`src/rtl/median_pkg.sv`:
```
// median_pkg: shared types and constants for the median window feeder
// and the 11-input median sorting network it drives.
package median_pkg;

    localparam int unsigned MEDIAN_N = 11;
    localparam int unsigned MEDIAN_W = 32;

    typedef logic [31:0] data_t;
    typedef logic [3:0]  fill_t;

    // Saturating increment of the priming counter.
    function automatic fill_t fill_inc(input fill_t f, input fill_t max);
        return (f >= max) ? max : fill_t'(f + 4'd1);
    endfunction

endpackage

```
`src/rtl/median_shift_reg.sv`:
```
// median_shift_reg: N-slot sample shift register. Slot 0 is the oldest
// sample, slot N-1 the newest. A replicate load writes din into every
// slot at once and takes priority over a normal shift.
module median_shift_reg
    import median_pkg::*;
#(
    parameter int unsigned N = MEDIAN_N,
    parameter int unsigned W = MEDIAN_W
) (
    input  logic         clk,
    input  logic         rst_n,
    input  logic         shift_en,
    input  logic         rep_en,
    input  logic [W-1:0] din,
    output logic [W-1:0] slot [N]
);

    // Window storage: replicate-fill, shift-in-newest, or hold.
    always_ff @(posedge clk or negedge rst_n) begin
        if (!rst_n) begin
            for (int unsigned i = 0; i < N; i++) slot[i] <= '0;
        end else if (rep_en) begin
            for (int unsigned i = 0; i < N; i++) slot[i] <= din;
        end else if (shift_en) begin
            for (int unsigned i = 0; i < N - 1; i++) slot[i] <= slot[i + 1];
            slot[N - 1] <= din;
        end
    end

endmodule

```
`src/rtl/median_window_11.sv`:
```
// median_window_11: 11-deep sliding-window feeder for the median sorting
// network. Accepts a sample stream over valid/ready and presents one full
// window per accepted sample once primed.
// Optional feature: MEDIAN_WIN_EDGE_REPLICATE_EN -- first accept after
// reset/clear fills every slot with that sample so windows start at once.
module median_window_11
    import median_pkg::*;
#(
    parameter int unsigned N = MEDIAN_N,
    parameter int unsigned W = MEDIAN_W
) (
    input  logic         clk,
    input  logic         rst_n,
    input  logic         clear,
    input  logic         in_valid,
    output logic         in_ready,
    input  logic [W-1:0] in_data,
    output logic         win_valid,
    input  logic         win_ready,
    output logic [W-1:0] win_data_0,
    output logic [W-1:0] win_data_1,
    output logic [W-1:0] win_data_2,
    output logic [W-1:0] win_data_3,
    output logic [W-1:0] win_data_4,
    output logic [W-1:0] win_data_5,
    output logic [W-1:0] win_data_6,
    output logic [W-1:0] win_data_7,
    output logic [W-1:0] win_data_8,
    output logic [W-1:0] win_data_9,
    output logic [W-1:0] win_data_10,
    output logic         primed
);

    localparam fill_t FILL_MAX = fill_t'(N);

    logic         accept;
    logic         rep_load;
    fill_t        fill_q;
    fill_t        fill_d;
    logic         valid_d;
    logic [W-1:0] slot [N];

    // A consumed window frees the output slot in the same cycle.
    assign in_ready = !clear && (!win_valid || win_ready);
    assign accept   = in_valid && in_ready;
    assign primed   = (fill_q == FILL_MAX);

`ifdef MEDIAN_WIN_EDGE_REPLICATE_EN
    assign rep_load = accept && (fill_q == '0);
`else
    assign rep_load = 1'b0;
`endif

    // Next fill count and window-valid; clear dominates, then a completed
    // window, then consumption.
    always_comb begin
        fill_d  = fill_q;
        valid_d = win_valid;
        if (clear) begin
            fill_d  = '0;
            valid_d = 1'b0;
        end else begin
            if (rep_load)    fill_d = FILL_MAX;
            else if (accept) fill_d = fill_inc(fill_q, FILL_MAX);
            if (accept && (fill_d == FILL_MAX)) valid_d = 1'b1;
            else if (win_valid && win_ready)    valid_d = 1'b0;
        end
    end

    // Handshake and priming state registers.
    always_ff @(posedge clk or negedge rst_n) begin
        if (!rst_n) begin
            fill_q    <= '0;
            win_valid <= 1'b0;
        end else begin
            fill_q    <= fill_d;
            win_valid <= valid_d;
        end
    end

    median_shift_reg #(
        .N (N),
        .W (W)
    ) u_shift (
        .clk      (clk),
        .rst_n    (rst_n),
        .shift_en (accept && !rep_load),
        .rep_en   (rep_load),
        .din      (in_data),
        .slot     (slot)
    );

    assign win_data_0  = slot[0];
    assign win_data_1  = slot[1];
    assign win_data_2  = slot[2];
    assign win_data_3  = slot[3];
    assign win_data_4  = slot[4];
    assign win_data_5  = slot[5];
    assign win_data_6  = slot[6];
    assign win_data_7  = slot[7];
    assign win_data_8  = slot[8];
    assign win_data_9  = slot[9];
    assign win_data_10 = slot[10];

endmodule

```
`config.mk`:
```
export PLATFORM = sky130hd
export DESIGN_NAME = median_window_11
export DESIGN_NICKNAME = d
export VERILOG_FILES = /design/src/rtl/median_pkg.sv /design/src/rtl/median_shift_reg.sv /design/src/rtl/median_window_11.sv
export SDC_FILE = /design/constraint.sdc
export NUM_CORES = 1
export LEC_CHECK = 0
export ABC_AREA = 0
export ABC_CLOCK_PERIOD_IN_PS = 2900
export CAP_MARGIN = 0
export CORE_MARGIN = 8
export CORE_UTILIZATION = 35
export DETAILED_ROUTE_END_ITERATION = 16
export PLACE_DENSITY_LB_ADDON = 0.15
export SYNTH_ARGS = -nofsm -noshare
export SYNTH_HDL_FRONTEND = slang
export SYNTH_HIERARCHICAL = 1
export SYNTH_SLANG_ARGS = --single-unit
export TNS_END_PERCENT = 20
```
`constraint.sdc`:
```
create_clock -name clk -period 2.9 [get_ports clk]
set_input_delay 0.29 -clock clk [delete_from_list [all_inputs] [get_ports clk]]
set_output_delay 0.29 -clock clk [all_outputs]
set_load 0.01 [all_outputs]
```
# --- After elaboration in Yosys (flattened, before gate mapping) ---
# Index checks and enable logic that the tools add are counted.
totals:
  ff_bits: 357
  latch_bits: 0
  mem_bits_rw: 0
  romBits: 0
  elab_cells: 32
  mem_count: 0
classes:
  n_addsub: 1
  multipliers: 0
  div_mod_pow: 0
  n_lt_le_gt_ge: 1
  n_eq_ne: 2
  shift: 0
  mux: 7
  bitwise_logic: 0
  n_reduce_logical: 8
ops:
  columns: ["cell", "n"]
  rows:
  - ["2-to-1 mux 4 bit", 4]
  - ["== test 4 bit, second input constant", 2]
  - ["adder 4 x 1 -> 4 bit, second input constant", 1]
  - ["greater-or-equal comparator 4 bit, second input constant", 1]
  - ["logical AND 1 bit", 4]
  - ["2-to-1 mux 1 bit", 3]
  - ["nonzero test 3 bit", 1]
  - ["logical NOT 1 bit", 2]
  - ["logical OR 1 bit", 1]

# --- Longest topological paths before layout ---
# Gate-level depths: netlist of run 1.
logic_depth:
  ltp_word: 10
  depth_mapped: 8
  mapped_depth_nobuf: 4

# --- By module ---
# Netlist of run 1, hierarchy kept.
modules_own_cells:
  columns: ["mod", "n_inst", "cells_per_inst", "area_each_um2", "seq_area_each_um2"]
  rows:
  - ["median_shift_reg", 1, 1132, 18174.9, 8808.4]
  - ["median_window_11", 1, 36, 325.3, 125.1]

# --- Least setup slack after synthesis of run 1 ---
# Ideal clock, no wire load.
synth_timing:
  path_type: "flip-flop to flip-flop"
  startpoint: "register win_valid"
  endpoint: "register u_shift/slot[82] (netlist bit)"
  arrival_ps: 1773
  t_required_ps: 2775
  path_slack_ps: 1002
  stages_incl_launch_ff: 8
  period_less_slack_ps: 1898
  path_cell_list: "dfrtp_1 > nor2b_1 > nor3_1 > buf_6 > buf_6 > buf_6 > mux2_4 > mux2_2"
synth_between:
  elab_chain_cells: 4
synth_lines:
  columns: ["element", "line", "source"]
  rows:
  - ["from (decl)", "median_window_11.sv:18", "output logic win_valid,"]
  - ["from (signal assigned)", "median_window_11.sv:77", "win_valid <= valid_d;"]
  - ["logical NOT 1 bit", "median_window_11.sv:44", "assign in_ready = !clear && (!win_valid || win_ready);"]
  - ["logical OR 1 bit", "median_window_11.sv:44", null]
  - ["logical AND 1 bit", "median_window_11.sv:44", null]
  - ["logical AND 1 bit", "median_window_11.sv:45", "assign accept = in_valid && in_ready;"]
  - ["via accept", "median_window_11.sv:36", "logic accept;"]
  - ["to (signal, indexed assignment)", "median_shift_reg.sv:26", "slot[N - 1] <= din;"]
  - ["to (decl)", "median_shift_reg.sv:15", "output logic [W-1:0] slot [N]"]
# The timed path passes the listed nets, and every way through them passes these cells.
# A chain may end at the register's enable or synchronous reset.

# --- Worst setup path after layout of run 1 ---
layout_timing:
  startpoint: "register fill_q[0]"
  endpoint: "output port primed"
layout_between:
  elab_chain_cells: 1
layout_lines:
  columns: ["element", "line", "source"]
  rows:
  - ["from (decl)", "median_window_11.sv:38", "fill_t fill_q;"]
  - ["from (signal assigned)", "median_window_11.sv:76", "fill_q <= fill_d;"]
  - ["== test 4 bit", "median_window_11.sv:46", "assign primed = (fill_q == FILL_MAX);"]
  - ["to (decl)", "median_window_11.sv:31", "output logic primed"]
# Every way passes these cells.

==> flow_metrics.py, run 1 <==
metrics = {
    "run_status": {
        "status": "finished clean",
    },
    "yosys": {
        "ys_ff_latch": 357,
        "yosys-top-cells-count": "mux2_2, dfrtp_1, mux2_4, buf_2, buf_6",
        "yosysMostFrequentCell": "mux2_2",
        "synth_nets": 1206,
        "synth_edf_count": 0,
        "syn-mean-instance-area_um2": 15.8,
        "ys_seq_area_share_pct": 48.3,
        "synth-main-ff-cell": "dfrtp_1",
        "synth_top_area_cell": "dfrtp_1",
        "async_flop_share_pct": 100,
        "synthTopCellsByArea": "dfrtp_1, mux2_4, mux2_2",
        "synth_warnings": 6,
        "synthCells": 1168,
        "yosysTopAreaCellShare_pct": 48.3,
        "ys_types": 32,
        "syn_area_mm2": 0.0185,
    },
    "routing": {
        "drt_pass1_iterations": 4,
        "drt_iter0_drc": 423,
        "postRouteAntennaNets": 0,
        "via_count": 10893,
        "remaining_drc_errors": 0,
        "drt_wl_total_um": 48600,
        "vias_per_cell": 4.83,
        "wl_per_cell_um": 21.5,
    },
    "clock_network": {
        "clk-insertion-delay-late_ps": 550,
        "post_cts.resized_instances": 0,
        "numCtsBuffers": 44,
        "cts.sinks": 357,
        "cts_tree": "done",
        "cts_buffer_depth": 3,
        "path_clk_slew_ps": 60,
        "cts_max_level": 2,
        "cts_root_buf": "clkbuf_16",
        "post_cts_buffers": 0,
    },
    "cells_and_area": {
        "fin_area_mm2": 0.0245,
        "fillerInstances": 4661,
        "finish.utilization_pct": 46.6,
        "area_growth_pct": 32.2,
        "nets": 1573,
        "drive_gt1_share_pct": 49.7,
    },
    "global_routing": {
        "overflow": 0,
        "grt_usage_pct": 15.6,
        "use_met1_pct": 20.8,
        "grt-busiest-layer": "met2",
        "antenna_found_initial": 1,
        "grt_max_degree": 322,
        "grt_pass1_vias": 11725,
        "grt_pass1_wl_um": 75600,
        "grt_use_met3_pct": 5.05,
        "grt_use_met2_pct": 24.3,
    },
    "worst_setup_path": {
        "crit_slowest_cell": "clkdlybuf4s50_1",
        "worstPathArrival_ps": 1960,
        "timing.critical_path.buf_inv": 1,
        "max_stage_delay_ps": 580,
        "r2r_slack_ps": 680,
        "critPathRequiredTime_ps": 2610,
        "crit_start": "fill_q[0]",
        "critPathTopFamily": "buffers and inverters",
        "cp_max_fo": 5,
        "criticalPathCategory": "flop to output pin",
        "start_kind": "flop",
        "cp.depth": 3,
        "endpoint": "primed",
        "ff2ff_path_depth": 6,
        "path_cells": "ha_1 -> and3b_2 -> clkdlybuf4s50_1",
        "reg2reg_to": "u_shift/slot[71]",
        "r2r_start": "win_valid",
        "end_kind": "output pin",
    },
    "timing": {
        "fin_ws_ps": 646,
        "tightest_slew_ps": 1480,
        "grt_setup_unrepaired": "no",
        "skew_ps": 13.3,
        "clock.fmax_mhz": 444,
        "drv_slew": 0,
        "setup_violations": 0,
        "hold_violations": 0,
        "slew_headroom_pct": 1.17,
        "fin_crit_ps": 2250,
        "finalCritPeriodShare_pct": 77.7,
        "fin_setup_tns_ps": 0,
    },
    "placed_design": {
        "dpl_worst_slack_ps": 229,
        "place_hpwl_um": 32600,
        "place.gp.congestion": 0.739,
        "place_area_mm2": 0.0230,
        "placement.io_buffers": 391,
    },
    "die": {
        "pin_count": 392,
        "coreArea_mm2": 0.0524,
        "placementRows": 84,
        "die_area_mm2": 0.0605,
        "fp.dieH_um": 246,
        "die_x_um": 246,
        "initial_core_util_pct": 35.3,
    },
    "flow_run": {
        "drv_cap": 0,
    },
    "power": {
        "cellLeakagePower_nw": 10.4,
        "p_total_mw": 15.4,
        "power_density_mw_per_mm2": 631,
        "ir_drop_v": 0.000419,
    },
    "hold_path": {
        "hold_path_class": "input port to async pin",
    },
}
[worst min path at each step]
stage           from           endpoint  slack, ps  depth (start not counted)
3_3_place_gp   rst_n  u_shift/slot[119]        360                          1
6_report       rst_n  u_shift/slot[119]        340                          2
2_1_floorplan  rst_n          fill_q[0]         -6                          0
5_1_grt        rst_n  u_shift/slot[119]        370                          2
4_1_cts        rst_n  u_shift/slot[215]        340                          2
3_5_place_dp   rst_n  u_shift/slot[119]        350                          1
[flip-flops by register name, summed over array words and instances (netlist names)]
signal	count
fill_q	4
u_shift/slot	352
win_valid	1
[layout make-up]
class	instances	area (um^2)	share of cell area [%]
antenna	1	2.50	0.0102
clock buffer	70	1350	5.52
sequential	357	8930	36.5
multi-input combinational	701	8860	36.2
clock inverter	7	62.6	0.256
tap	688	861	3.52
inverter	2	7.51	0.0307
timing repair buffer	429	4380	17.9
[placed cells by master (no fill, tap or decap), types with 5 or more instances in the layout]
cell               n
dfrtp_1          357
buf_4             23
clkinv_2           5
mux2_4           290
clkbuf_1          12
clkbuf_16         45
mux2_2           381
clkbuf_8          13
buf_12            14
clkdlybuf4s50_1  390
[worst reg2reg max path, delay by kind of cell (launching register included)]
kind / cells / cell delay (ps)
flip-flops: 1 / 390
buffers and inverters: 2 / 670
multiplexers: 2 / 620
AND/OR/NAND/NOR: 2 / 420
[power by group]
part	internal (mW)	switching, mW	leakage, nW
combinational	2.52	1.40	5.51
clock	3.25	2.11	0.696
sequential	5.60	0.557	4.18
total	11.4	4.07	10.4
[metrics by stage]
stage,hold WS (ps),cells
2_1_floorplan,-5.59,1168
3_3_place_gp,358,2176
3_5_place_dp,354,2176
4_1_cts,341,2254
5_1_grt,372,2255
6_report,339,2255
[cell families (layout without fill, tap and decap cells)]
kind of cell	after synthesis	count (layout)	share of synthesized area, %
AND/OR/NAND/NOR	16	16	0.501
flip-flops	357	357	48.3
multiplexers	672	672	46.8
other	1	2	0.0203
buffers and inverters	110	508	3.88
AO/OA/AOI/OAI	11	11	0.460
adder cells (fa/ha/maj)	1	1	0.0676
[per-layer routing]
metal | wire [um] | part of all wire [%]
met3 | 3470 | 7.1
met5 | 0 | 0
met2 | 22600 | 47
met4 | 1010 | 2.1
met1 | 21500 | 44
[timing repair]
item	CTS	global route
endpoints found under the setup margin	0	0
hold buffers	1	0
hold endpoints to repair	70	0
Note: power is estimated with default switching activity, not from simulation.
==> run 2, diff against run 1 <==
- ABC_CLOCK_PERIOD_IN_PS: 2900 -> 2000
- clock period: 2.9 -> 2 ns (I/O delays scaled with it)
==> flow_metrics.py, run 2 (synthesis results as in run 1) <==
metrics = {
    "die": {
        "pin_count": 392,
        "die_area_mm2": 0.0605,
        "fp.dieH_um": 246,
        "initial_core_util_pct": 35.3,
        "placementRows": 84,
        "coreArea_mm2": 0.0524,
        "die_x_um": 246,
    },
    "clock_network": {
        "cts_tree": "done",
        "post_cts_buffers": 0,
        "cts_buffer_depth": 3,
        "cts.sinks": 357,
        "cts_max_level": 2,
        "cts_root_buf": "clkbuf_16",
        "path_clk_slew_ps": 60,
        "numCtsBuffers": 44,
        "clk-insertion-delay-late_ps": 570,
    },
    "cells_and_area": {
        "area_growth_pct": 34.1,
        "final_common_cell": "clkdlybuf4s50_1",
        "top_regs": "u_shift/slot: 352 flops, fill_q: 4 flops, win_valid: 1 flops",
        "largest_register_ffs": 352,
        "seq_area_mm2": 0.00893,
        "instances_no_fill": 2292,
        "final_cell_mix": "clkdlybuf4s50_1, mux2_2, dfrtp_1",
        "finish.utilization_pct": 47.3,
        "fillerInstances": 4669,
        "drive_gt1_share_pct": 50.9,
        "nets": 1611,
        "top_register": "u_shift/slot",
        "multi_input_area_mm2": 0.00886,
    },
    "routing": {
        "vias_per_cell": 4.80,
        "drt_pass1_iterations": 4,
        "drt_iter0_drc": 419,
        "drt_wl_total_um": 49500,
        "postRouteAntennaNets": 0,
        "wl_per_cell_um": 21.6,
        "via_count": 11010,
        "remaining_drc_errors": 0,
    },
    "placed_design": {
        "place_inst": 2214,
        "place_hpwl_um": 33400,
        "dpl_worst_slack_ps": -267,
        "place.gp.congestion": 0.767,
        "placement.io_buffers": 391,
    },
    "timing": {
        "skew_ps": 20.2,
        "fin_crit_ps": 1960,
        "drv_slew": 0,
        "setup_violations": 0,
        "hold_violations": 0,
        "fin_hold_ws_ps": 170,
        "fin_ws_ps": 39.1,
        "finalCritPeriodShare_pct": 98.0,
        "clock.fmax_mhz": 510,
        "grt_setup_unrepaired": "yes",
    },
    "worst_setup_path": {
        "start_kind": "flop",
        "r2r_slack_ps": 40,
        "cp_max_fo": 20,
        "criticalPathCategory": "flop to flop",
        "reg2reg_to": "u_shift/slot[179]",
        "worstPathArrival_ps": 2400,
        "critPathRequiredTime_ps": 2440,
        "r2r_start": "win_valid",
        "end_kind": "flop",
        "endpoint": "u_shift/slot[179]",
        "ff2ff_path_depth": 7,
        "crit_start": "win_valid",
    },
    "hold_path": {
        "hold_path_class": "input port to async pin",
    },
    "global_routing": {
        "antenna_found_initial": 2,
        "grt_pass1_wl_um": 76800,
        "grt_max_degree": 322,
        "grt_pass1_vias": 11930,
        "grt_usage_pct": 15.9,
        "overflow": 0,
    },
    "power": {
        "pwr-share-seq_pct": 39.9,
        "pwr-share-comb_pct": 25.8,
        "cellLeakagePower_nw": 10.6,
        "clkPwrFrac_pct": 34.3,
        "switchingPower_mw": 5.98,
        "ir_drop_v": 0.000540,
        "swShare_pct": 26.7,
        "power_density_mw_per_mm2": 902,
        "p_int_mw": 16.4,
    },
    "flow_run": {
        "drv_cap": 0,
    },
    "run_status": {
        "status": "finished clean",
    },
}
-- run 2: worst min-delay path by stage --
stage / from / endpoint / slack, ps / cells past startpoint
5_1_grt: rst_n / u_shift/slot[27] / 190 / 2
3_5_place_dp: rst_n / u_shift/slot[87] / 170 / 1
4_1_cts: rst_n / u_shift/slot[87] / 150 / 2
3_3_place_gp: rst_n / u_shift/slot[119] / 170 / 1
6_report: rst_n / u_shift/slot[87] / 170 / 2
2_1_floorplan: rst_n / fill_q[0] / -100 / 0
-- run 2: power by group through the flow --
stage | clock network (mW) | logic (mW) | registers (mW)
after CTS | 7.97 | 5.83 | 8.95
after global placement | 0 | 5.74 | 9.04
after global routing | 8.25 | 6.15 | 9.05
final | 7.67 | 5.78 | 8.93
after detailed placement | 0 | 5.80 | 9.05
after floorplan | 0 | 2.76 | 9.25
-- run 2: layer usage --
layer | vias to the layer above | share of wire, % | wire (um) | GRT usage (%)
met3 | 63 | 6.6 | 3270 | 5.10
met5 | - | 0 | 0 | 0
li1 | 4999 | - | - | -
met4 | 0 | 2.1 | 1060 | 4.30
met1 | 5689 | 46 | 22600 | 21.7
met2 | 259 | 46 | 22600 | 24.1
-- run 2: timing repair --
item | 4_1_cts | 5_1_grt
cloned | 0 | 0
gates resized for setup | 3 | 3
endpoints found under the setup margin | 2 | 173
endpoints found under the hold margin | 100 | 0
hold buffers | 1 | 0
-- run 2: per-stage QoR --
stage	setup TNS, ps	area (um^2)	power [mW]
after global placement	-64980	23400	14.8
final	0	24800	22.4
after global routing	-3890	24800	23.5
after floorplan	0	18500	12.0
after detailed placement	-69970	23400	14.9
after CTS	0	24800	22.7
-- run 2: area by class of cell --
cell class	instances	area share [%]
Multi-Input combinational cell	701	35.7
Timing Repair Buffer	467	19.2
Sequential cell	357	36.0
Clock buffer	67	5.24
Inverter	2	0.0303
Tap cell	688	3.47
Antenna cell	2	0.0202
Clock inverter	8	0.303
-- run 2: worst max-delay path: stages, from the launching register on --
cell and delay (ps):
dfrtp_1 400, nor2b_1 160, nor3_2 130, buf_4 170, buf_12 160, buf_12 210, mux2_4 320, mux2_2 260
